## src/rtl/isa_shared_pkg.sv

```systemverilog
// Shared ISA encodings: ALU opcodes and branch types used by decode and execute.
package isa_shared;

    typedef enum logic [4:0] {
        ALU_ADD   = 5'd0,
        ALU_SUB   = 5'd1,
        ALU_AND   = 5'd2,
        ALU_OR    = 5'd3,
        ALU_XOR   = 5'd4,
        ALU_SLL   = 5'd5,
        ALU_SRL   = 5'd6,
        ALU_SRA   = 5'd7,
        ALU_LT    = 5'd8,
        ALU_LTU   = 5'd9,
        ALU_EQ    = 5'd10,
        ALU_NE    = 5'd11,
        ALU_GE    = 5'd12,
        ALU_GEU   = 5'd13,
        ALU_PASSB = 5'd14
    } alu_op_e;

    typedef enum logic [1:0] {
        BR_NONE = 2'd0,
        BR_COND = 2'd1,
        BR_JAL  = 2'd2,
        BR_JALR = 2'd3
    } br_type_e;

    // Byte distance from a jump to its return address.
    localparam int LINK_OFFSET = 4;

    function automatic logic is_jump(input br_type_e br);
        return (br == BR_JAL) || (br == BR_JALR);
    endfunction

endpackage

```

## src/rtl/ex_stage_alu.sv

```systemverilog
// Combinational ALU; comparisons return 0/1 in bit 0, unknown opcodes return 0.
module alu
    import isa_shared::*;
#(
    parameter int DATA_WIDTH = 32
) (
    input  logic [4:0]            op,
    input  logic [DATA_WIDTH-1:0] a,
    input  logic [DATA_WIDTH-1:0] b,
    output logic [DATA_WIDTH-1:0] result
);

    localparam int SHAMT_W = $clog2(DATA_WIDTH);

    logic [SHAMT_W-1:0] shamt;
    logic               lt_s;
    logic               lt_u;
    logic               eq;

    assign shamt = b[SHAMT_W-1:0];
    assign lt_s  = $signed(a) < $signed(b);
    assign lt_u  = a < b;
    assign eq    = a == b;

    always_comb begin
        result = '0;
        case (alu_op_e'(op))
            ALU_ADD:   result = a + b;
            ALU_SUB:   result = a - b;
            ALU_AND:   result = a & b;
            ALU_OR:    result = a | b;
            ALU_XOR:   result = a ^ b;
            ALU_SLL:   result = a << shamt;
            ALU_SRL:   result = a >> shamt;
            ALU_SRA:   result = $unsigned($signed(a) >>> shamt);
            ALU_LT:    result = DATA_WIDTH'(lt_s);
            ALU_LTU:   result = DATA_WIDTH'(lt_u);
            ALU_EQ:    result = DATA_WIDTH'(eq);
            ALU_NE:    result = DATA_WIDTH'(!eq);
            ALU_GE:    result = DATA_WIDTH'(!lt_s);
            ALU_GEU:   result = DATA_WIDTH'(!lt_u);
            ALU_PASSB: result = b;
            default:   result = '0;
        endcase
    end

endmodule

```

## src/rtl/ex_stage.sv

```systemverilog
// Execute stage: ALU, branch/jump resolution and a one-entry output register
// with valid/ready handshake, flush and a one-cycle redirect pulse.
module ex_stage
    import isa_shared::*;
#(
    parameter int DATA_WIDTH = 32
) (
    input  logic                  clk,
    input  logic                  rst_n,
    input  logic                  in_valid,
    output logic                  in_ready,
    input  logic [DATA_WIDTH-1:0] in_pc,
    input  logic [DATA_WIDTH-1:0] in_rs1_val,
    input  logic [DATA_WIDTH-1:0] in_rs2_val,
    input  logic [DATA_WIDTH-1:0] in_imm,
    input  logic [4:0]            in_alu_op,
    input  logic                  in_src_a_pc,
    input  logic                  in_src_b_imm,
    input  logic [1:0]            in_br_type,
    input  logic [4:0]            in_rd,
    input  logic                  in_rd_we,
    input  logic                  flush,
    output logic                  out_valid,
    input  logic                  out_ready,
    output logic [DATA_WIDTH-1:0] out_result,
    output logic [DATA_WIDTH-1:0] out_pc,
    output logic [4:0]            out_rd,
    output logic                  out_rd_we,
    output logic                  redirect_valid,
    output logic [DATA_WIDTH-1:0] redirect_pc,
    output logic                  misaligned
);

    br_type_e              br;
    logic [DATA_WIDTH-1:0] alu_a;
    logic [DATA_WIDTH-1:0] alu_b;
    logic [DATA_WIDTH-1:0] alu_y;
    logic [DATA_WIDTH-1:0] tgt_base;
    logic [DATA_WIDTH-1:0] target;
    logic [DATA_WIDTH-1:0] result;
    logic                  taken;
    logic                  misalign;
    logic                  rd_we;
    logic                  accept;

    logic                  out_valid_q,      out_valid_d;
    logic [DATA_WIDTH-1:0] out_result_q,     out_result_d;
    logic [DATA_WIDTH-1:0] out_pc_q,         out_pc_d;
    logic [4:0]            out_rd_q,         out_rd_d;
    logic                  out_rd_we_q,      out_rd_we_d;
    logic                  redirect_valid_q, redirect_valid_d;
    logic [DATA_WIDTH-1:0] redirect_pc_q,    redirect_pc_d;
    logic                  misaligned_q,     misaligned_d;

    assign br = br_type_e'(in_br_type);

    // Conditional branches always compare the two register operands.
    always_comb begin
        alu_a = in_src_a_pc  ? in_pc  : in_rs1_val;
        alu_b = in_src_b_imm ? in_imm : in_rs2_val;
        if (br == BR_COND) begin
            alu_a = in_rs1_val;
            alu_b = in_rs2_val;
        end
    end

    alu #(.DATA_WIDTH(DATA_WIDTH)) u_alu (
        .op     (in_alu_op),
        .a      (alu_a),
        .b      (alu_b),
        .result (alu_y)
    );

    // Dedicated target adder so the ALU stays free for the compare.
    always_comb begin
        tgt_base = (br == BR_JALR) ? in_rs1_val : in_pc;
        target   = tgt_base + in_imm;
        if (br == BR_JALR) begin
            target[0] = 1'b0;
        end
        case (br)
            BR_COND:         taken = alu_y[0];
            BR_JAL, BR_JALR: taken = 1'b1;
            default:         taken = 1'b0;
        endcase
        misalign = taken && (target[1:0] != 2'b00);
        result   = is_jump(br) ? (in_pc + DATA_WIDTH'(LINK_OFFSET)) : alu_y;
        rd_we    = in_rd_we && (br != BR_COND) && !misalign;
    end

    assign in_ready = (!out_valid_q || out_ready) && !flush;
    assign accept   = in_valid && in_ready;

    always_comb begin
        out_valid_d      = out_valid_q;
        out_result_d     = out_result_q;
        out_pc_d         = out_pc_q;
        out_rd_d         = out_rd_q;
        out_rd_we_d      = out_rd_we_q;
        redirect_pc_d    = redirect_pc_q;
        misaligned_d     = misaligned_q;
        redirect_valid_d = 1'b0;
        if (flush) begin
            out_valid_d  = 1'b0;
            misaligned_d = 1'b0;
        end else if (accept) begin
            out_valid_d      = 1'b1;
            out_result_d     = result;
            out_pc_d         = in_pc;
            out_rd_d         = in_rd;
            out_rd_we_d      = rd_we;
            redirect_pc_d    = target;
            misaligned_d     = misalign;
            redirect_valid_d = taken && !misalign;
        end else if (out_ready) begin
            out_valid_d  = 1'b0;
            misaligned_d = 1'b0;
        end
    end

    always_ff @(posedge clk or negedge rst_n) begin
        if (!rst_n) begin
            out_valid_q      <= 1'b0;
            out_result_q     <= '0;
            out_pc_q         <= '0;
            out_rd_q         <= '0;
            out_rd_we_q      <= 1'b0;
            redirect_valid_q <= 1'b0;
            redirect_pc_q    <= '0;
            misaligned_q     <= 1'b0;
        end else begin
            out_valid_q      <= out_valid_d;
            out_result_q     <= out_result_d;
            out_pc_q         <= out_pc_d;
            out_rd_q         <= out_rd_d;
            out_rd_we_q      <= out_rd_we_d;
            redirect_valid_q <= redirect_valid_d;
            redirect_pc_q    <= redirect_pc_d;
            misaligned_q     <= misaligned_d;
        end
    end

    assign out_valid      = out_valid_q;
    assign out_result     = out_result_q;
    assign out_pc         = out_pc_q;
    assign out_rd         = out_rd_q;
    assign out_rd_we      = out_rd_we_q;
    assign redirect_valid = redirect_valid_q;
    assign redirect_pc    = redirect_pc_q;
    assign misaligned     = misaligned_q;

endmodule

```

## config.mk

```make
export PLATFORM = sky130hd
export DESIGN_NAME = ex_stage
export DESIGN_NICKNAME = d
export VERILOG_FILES = /design/src/rtl/isa_shared_pkg.sv /design/src/rtl/ex_stage_alu.sv /design/src/rtl/ex_stage.sv
export SDC_FILE = /design/constraint.sdc
export NUM_CORES = 1
export LEC_CHECK = 0
export CORE_ASPECT_RATIO = 1.5
export CORE_UTILIZATION = 50
export DETAILED_ROUTE_END_ITERATION = 7
export GPL_ROUTABILITY_DRIVEN = 1
export GPL_TIMING_DRIVEN = 0
export PLACE_DENSITY = 0.75
export SETUP_SLACK_MARGIN = 0.05
export SLEW_MARGIN = 15
export SYNTH_ARGS = -nofsm -noshare
export SYNTH_HDL_FRONTEND = slang
export SYNTH_SLANG_ARGS = --single-unit
```

## constraint.sdc

```tcl
create_clock -name clk -period 5.9 [get_ports clk]
set_input_delay 0.59 -clock clk [delete_from_list [all_inputs] [get_ports clk]]
set_output_delay 0.59 -clock clk [all_outputs]
set_load 0.005 [all_outputs]
```

==> results of run 1 <==
Yosys cell counts, drive strengths merged, types with 7 or more instances:
cell type and number:
nand3 58, a211o 13, inv 96, a221oi 29, or2 8, nor2b 14
and2 15, a211oi 23, nor3 58, xor2 24, a21boi 7, mux4 7
o221ai 13, o31ai 10, a31oi 17, o22ai 29, a21o 29, o2111ai 9
a2111oi 13, a221o 11, dfrtp 105, o21a 15, a22oi 19, o21bai 15
nor2 175, nor4 12, or3 13, o21ai 141, nand2 282, a21oi 133
xnor2 46, mux2i 129, o211ai 55, ha 129, clkbuf 82, buf 62
mux2 107, and3 14, nand4 21, nand2b 17
cell families after synthesis:
family	synth area share, %
buffers and inverters	6.524
XOR/XNOR	3.765
AO/OA/AOI/OAI	26.73
adder cells (fa/ha/maj)	10.28
flip-flops	16.14
multiplexers	16.71
AND/OR/NAND/NOR	19.85
per-layer routing:
layer  overflow  track usage (%)
met4          2            62.01
met1          0            58.81
met3          0            31.68
met5          0           0.7576
met2          2            85.83
per-stage QoR:
step	worst slack (ns)	utilization (%)
floorplan	1.133	-
global placement	-1.556	60.44
detailed placement	-1.531	60.62
CTS	0.03254	61.80
timing repair:
action | in CTS
setup endpoints to repair | 26
pin swaps | 1
setup buffers | 1
gates resized for setup | 26
==> metrics, run 1 <==
status=did not finish; failing step=5_1_grt; Err=[ERROR GRT-0116] Global routing finished with congestion. Check the congestion regions in the DRC Viewer.; Cell Area, Placed=around 19000 um2; final RePlAce weighted congestion=1.294; Mapped Nets=between 2000 and 2500; Rows=80; CTS buffer count=9; Mean Syn Cell Area=approximately 7.6 um2; total gr overflow=4; die height=approximately 220 um; synth top area cells=dfrtp_1, ha_1, mux2_2; number of global-route vias before repair=between 20000 and 25000; clock root buffer=clkbuf_16; synth unique cells=102; Synth Cell Area=~16000 um2; placed cells=2803; CTS Buffer Depth=2; Starting Density=a little over 50%; sequential share of the synthesized area=16.14%; port bufs=between 200 and 300; CTS sink cnt=105; DP HPWL=between 70 and 80 mm; GR Util All Layers=59.66%; CTS Hold Bufs=0; Cells after Synth=approximately 2100; dominant cell type by area after synthesis=dfrtp_1; H-tree depth=3; Async S/R FF share, synth=100.0%; first-pass GRT wire length=about 140 mm; Die W=approximately 150 um; EDFF count, synth=0; IO Pins=between 200 and 300; largest net degree at the start of global routing=about 80; share of the synthesized area in the top cell type=16.14%; predominant post-synthesis flop cell=dfrtp_1; Yosys reg bits=between 100 and 150; Syn. warnings=0
==> run 2, diff against run 1 <==
Settings changed: CORE_ASPECT_RATIO 1.5 to unset, CORE_UTILIZATION 50 to 35, PLACE_DENSITY 0.75 to unset, PLACE_DENSITY_LB_ADDON set to 0.15, SETUP_SLACK_MARGIN 0.05 to unset.
==> metrics, run 2 <==
post-layout instance area=20240 um2; grt peak-use layer=met2; crit path kind=primary input to flip-flop; Core ar.=45670 um2; clock root buffer=clkbuf_16 (unchanged); crit-path most repeated cell=buf_12; overall power=4.188 mW; EDFF count, synth=0 (unchanged); port bufs=250 (unchanged); Tmin final=between 5 and 6 ns; number of global-route vias before repair=~18000; Layout area overhead=24.28%; clk_lat worst skew=0.39 ns; most common library cells after synthesis=nand2_1, nor2_1, a21oi_1, ha_1, o21ai_0 (unchanged); total gr overflow=0; Max stage delay on crit path=just under 1 ns; Finished Layout Cells=around 3000; Final Hold Fails=0; R2R cell count=10; worst clock skew=between 0.01 and 0.015 ns; status=finished, final reports clean (was did not finish); share of the synthesized area in the top cell type=16.14% (unchanged); Rows=78 (was 80); Die W=217.7 um (was 149.3 um); commonest non-fill, non-tap cells in the layout=nand2_1, clkdlybuf4s50_1, nor2_1; largest net degree at the start of global routing=about 60; Starting Density=35.65% (was 50.99%); CTS sink cnt=105 (unchanged); Critical Path RT=6.15 ns; met2 usage=61.45%; max_slew headroom=between 10% and 20%; commonest non-fill, non-tap cell in the layout=nand2_1; First DRT Iteration DRCs=2520; Cells after Synth=2140 (unchanged); RSZ-0062 raised after global routing=false; DP HPWL=81.70 mm (was 75.32 mm); post-DR wirelength/cell=roughly 33 um; P_leak=8.367 nW; Synth Cell Area=16280 um2 (unchanged); Max Cap Viol=0; drc violations=0; placed cells=3000 (was 2803); final worst-path cycle share=slightly below 100%; CP Cell Sequence=clkdlybuf4s50_1, nand2b_1, buf_6, nand2_4, buf_12, buf_12, mux2i_2, ha_1, clkbuf_1, nor3_2, nand4_1, o211a_1, o21ai_0, a21oi_1, xnor2_1, a2111oi_2, a221oi_1; first-pass GRT wire length=138.3 mm; utilization after layout=44.30%; PD cells=roughly 210 nW/um2; Mapped Nets=2420 (unchanged); H-tree depth=3 (unchanged); post-route antenna net violation count=0; synth top area cells=dfrtp_1, ha_1, mux2_2 (unchanged); Yosys reg bits=105 (unchanged); Antenna diodes=0; CP arrival=6.10 ns; Hold WC Path Type=primary input to asynchronous set/reset pin; CTS tree=built; synth unique cells=102 (unchanged); share of cells above drive strength 1=11.66%; layout net count=2693; Fmax=between 150 and 200 MHz; CTS Hold Bufs=0 (unchanged); Detailed Routing Iterations Pass 1=6; CTS buffer count=9 (unchanged); # setup viols final=0; most numerous cell in the Yosys netlist=nand2_1 (unchanged); Via density=6.466; element type at the critical path start=primary input; DR vias=slightly below 20000; dominant cell type by area after synthesis=dfrtp_1 (unchanged); Slew Limit Fails=0; predominant post-synthesis flop cell=dfrtp_1 (unchanged); met1 Use GR=54.20%; die area=~47000 um2; Max Fanout on Critical Path=10; GR Util All Layers=about two fifths; Crit. End Element=flip-flop; M3 GR Usage=between 10% and 20%; drt total wl=~100 mm; worst vdd ir=around 180 uV; Mean Syn Cell Area=7.608 um2 (unchanged); Async S/R FF share, synth=100.0% (unchanged); Syn. warnings=0 (unchanged); worst hold slack=between 0.1 and 0.15 ns; CTS Buffer Depth=2 (unchanged); clk slew on worst S/H paths=approximately 0.09 ns; final RePlAce weighted congestion=1.121 (was 1.294); antenna violations before repair=3; Worst Tran Pin Value=1.213 ns; R2R setup slack=about 2.5 ns; Cell Area, Placed=19710 um2 (was 19360 um2); Worst path slowest cell=mux2i_2; sequential share of the synthesized area=16.14% (unchanged); die height=217.7 um (was 223.0 um); IO Pins=254 (unchanged)
==> run 2: layer usage <==
| layer | share of wire [%] | vias to the layer above |
|---|---|---|
| met3 | 12 | 224 |
| met1 | 41 | 9486 |
| met2 | 42 | 1361 |
| met5 | 0.013 | - |
| li1 | - | 8442 |
| met4 | 5.9 | 2 |
==> run 2: where the power goes <==
group          switching, mW  total (mW)  internal (mW)
Combinational           1.59        2.62           1.03
Sequential            0.0926       0.943          0.851
Clock                  0.332       0.630          0.298
==> run 2: through the flow <==
stage / setup TNS (ns) / worst slack (ns)
2_1_floorplan: 0 / 1.133
3_3_place_gp: -31.37 / -1.460
3_5_place_dp: -26.90 / -1.362
4_1_cts: 0 / 0.006152
5_1_grt: 0 / 0.01642
6_report: 0 / 0.05094
==> run 2: final cells by class <==
class / instances / area, um2
Buffer: 142 / 713.2
Clock buffer: 10 / 229.0
Clock inverter: 6 / 61.31
Fill cell: 4774 / 25440
Inverter: 97 / 371.6
Multi-Input combinational cell: 1794 / 12820
Sequential cell: 105 / 2628
Tap cell: 600 / 750.7
Timing Repair Buffer: 264 / 2661
==> run 2: final timing paths <==
check	endpoint	start
max	out_result[28]	in_br_type[0]
min	out_pc[14]	rst_n
max reg2reg	out_result[5]	out_valid
min reg2reg	out_pc[7]	out_pc[7]
max in group asynchronous	out_pc[8]	rst_n
min in group clk	out_pc[7]	out_pc[7]
==> run 2: what timing repair did <==
| action | in CTS | in global routing |
|---|---|---|
| pin swaps | 1 | 1 |
| endpoints found under the setup margin | 26 | 29 |
| buffers inserted | 3 | 1 |
| cloned | 0 | 0 |
| gates resized for setup | 25 | 25 |
==> run 2: worst max-delay path: cells and delay by family <==
kind / cells / cell delay (ns)
AOI/OAI and AO/OA: 5 / 1.66
buffers and inverters: 5 / 1.35
muxes: 1 / 0.98
and+or+nand+nor: 4 / 0.87
adders and majority gates: 1 / 0.44
xor gates and xnor gates: 1 / 0.17
==> run 2: cells by family after synthesis <==
kind of cell / share of synthesized area [%]
compound gates: 26.73
xor+xnor: 3.765
fa+ha+maj: 10.28
buf+inv: 6.524
flops: 16.14
mux: 16.71
simple gates: 19.85
Power figures use the tool's default switching activity.
==> edit: new RTL, flow settings as in run 2 <==
Reset style: synchronous (`rst_n`), changed in one clocked block.
--- a/src/rtl/ex_stage.sv
+++ b/src/rtl/ex_stage.sv
@@ -119,5 +119,5 @@
     end
 
-    always_ff @(posedge clk or negedge rst_n) begin
+    always_ff @(posedge clk) begin
         if (!rst_n) begin
             out_valid_q      <= 1'b0;
Behaviour: differs if rst_n is asserted again (counterexample within 4 cycles, from zero or initial values and one cycle with rst_n low); with rst_n held inactive, the same outputs for 4 cycles.
==> edit against run 2 <==
Global-route usage grew 2.3 points; total power shrank 8.0%; sequential power shrank 17%; routed wire length grew 6.7%; worst setup slack gained 0.070 ns; sequential cell count is the same; final area grew 1.5%; synthesized area grew 1.2%; largest cell class unchanged.
==> edit: results (changes against run 2) <==
| Metric | Value |
|---|---|
| Status | `finished clean (unchanged)` |
| Post-synthesis mux area share | `16.8% (was 16.7%)` |
| Total power | `3.86 mW (was 4.19 mW)` |
| # fillers | `4877 (was 4774)` |
| Vias per std cell | `6.67 (was 6.47)` |
| Synth top area cells | `dfxtp_1, ha_1, mux2i_1, nand2_1, mux2_2 (was dfrtp_1, ha_1, mux2_2, mux2i_1, nand2_1)` |
| Flop+latch power | `783 µW (was 943 µW)` |
| Pre-antenna DRT Iters | `8 (was 6)` |
| Max VDD drop | `0.201 mV (was 0.176 mV)` |
| Initial antenna violation count | `4 (was 3)` |
| Adder-Cell Fraction of Synth Area | `10.2% (was 10.3%)` |
| Post-synth EDFFs | `0 (unchanged)` |
| Main synth FF type | `dfxtp_1 (was dfrtp_1)` |
| Port Buffers | `245 (was 250)` |
| Sequential fraction of the synthesis area | `12.8% (was 16.1%)` |
| Routability Congestion | `1.07 (was 1.12)` |
| Sw Pwr | `1.92 mW (was 2.01 mW)` |
| Slew Limit Headroom | `8.45% (was 16.8%)` |
| Layout cells sized above 1 | `9.57% (was 11.7%)` |
| FF-to-FF setup slack | `2.53 ns (was 2.47 ns)` |
| FF-to-FF End | `out_result[16] (was out_result[5])` |
| Clock power share | `18.4% (was 15.0%)` |
| Ys async rst share | `0% (was 100%)` |
| Global-route wire length before repair | `147000 µm (was 138000 µm)` |
| Total GRT Usage | `43.4% (was 41.1%)` |
| Post_cts resized | `54 (was 25)` |
| Top post-synthesis cells by count | `nand2_1, a21oi_1, nor2_1 (was nand2_1, nor2_1, a21oi_1)` |
| Placed Area | `19900 µm² (was 19700 µm²)` |
| Iter 0 DRT Violations | `2740 (was 2520)` |
| Vias in the first global route | `19600 (was 18200)` |
| Clk Latency, worst-skew pair | `0.41 ns (was 0.39 ns)` |
| Clock Path Buffers | `2 (unchanged)` |
| Largest net degree at the start of global routing | `30 (was 61)` |
| Post-CTS Setup Inserts | `5 (was 3)` |
| Post-Synth XOR/XNOR Area | `3.72% (was 3.77%)` |
| DP HPWL | `87700 µm (was 81700 µm)` |
| Leakage | `8.02 nW (was 8.37 nW)` |
| Unique masters post-synth | `91 (was 102)` |
| Final clock skew | `0.0235 ns (was 0.0126 ns)` |
| CP arrival | `6.02 ns (was 6.10 ns)` |
| Synth Area in Compound Gates | `31.5% (was 26.7%)` |
| R2R depth | `8 (was 10)` |
| Syn_nets | `2535 (was 2420)` |
| Max H-tree Level | `3 (unchanged)` |
| Worst hold path class | `flop to flop (was input port to asynchronous set/reset pin)` |
| Routed WL | `107000 µm (was 99900 µm)` |
| CP max FO | `11 (was 10)` |
| RR Startpoint | `out_valid (unchanged)` |
| Nets@finish | `2803 (was 2693)` |
edit: worst max-delay path, cell delays in order:
cell             delay [ns]
clkdlybuf4s50_1        0.57
buf_2                  0.29
nand2_4                0.17
mux2i_4                0.40
clkbuf_2               0.38
clkbuf_2               0.46
ha_1                   0.19
clkbuf_1               0.30
inv_1                  0.14
a21oi_1                0.28
o221ai_2               0.22
a211oi_4               0.35
o2111a_2               0.32
nor2_1                 0.13
and4_1                 0.24
a2111o_1               0.33
a21oi_1                0.53
o21ai_1                0.10
edit: layout make-up:
class                   instances  area [µm²]  share of cell area [%]
repair buffers                265        2650                    12.9
diodes                          1        2.50                  0.0122
clock inverters                 7         103                   0.500
well taps                     607         759                    3.70
clock buffers                   9         225                    1.10
multi-input cells            1878       13600                    66.2
flip-flops and latches        105        2100                    10.2
inverters                     112         420                    2.05
plain buffers                 152         676                    3.29
edit: how the worst max path moves through the flow:
stage,startpoint,to,slack [ns]
floorplan,in_br_type[1],out_result[28],0.61
global placement,in_br_type[1],out_result[24],-3.17
detailed placement,in_br_type[1],out_result[24],-3.04
CTS,in_br_type[0],out_result[24],0.02
global route,in_src_b_imm,redirect_valid,0.06
finish,in_src_b_imm,out_result[26],0.12
edit: metrics by stage:
stage	hold WS (ns)	cells	TNS [ns]	setup slack, ns	util, %
after floorplan	0.449	2255	0	0.606	-
after global placement	0.436	3107	-60.75	-3.17	42.4
after detailed placement	0.447	3120	-59.00	-3.04	42.8
after CTS	0.466	3135	0	0.0166	44.0
after global routing	0.482	3135	0	0.0629	44.2
final	0.464	3136	0	0.121	44.2
edit: metal layers:
metal / global-route usage (%) / wire (µm)
met1: 57.1 / 43300
met2: 64.6 / 44300
met5: 0 / 29
met4: 24.1 / 6590
met3: 10.4 / 12400
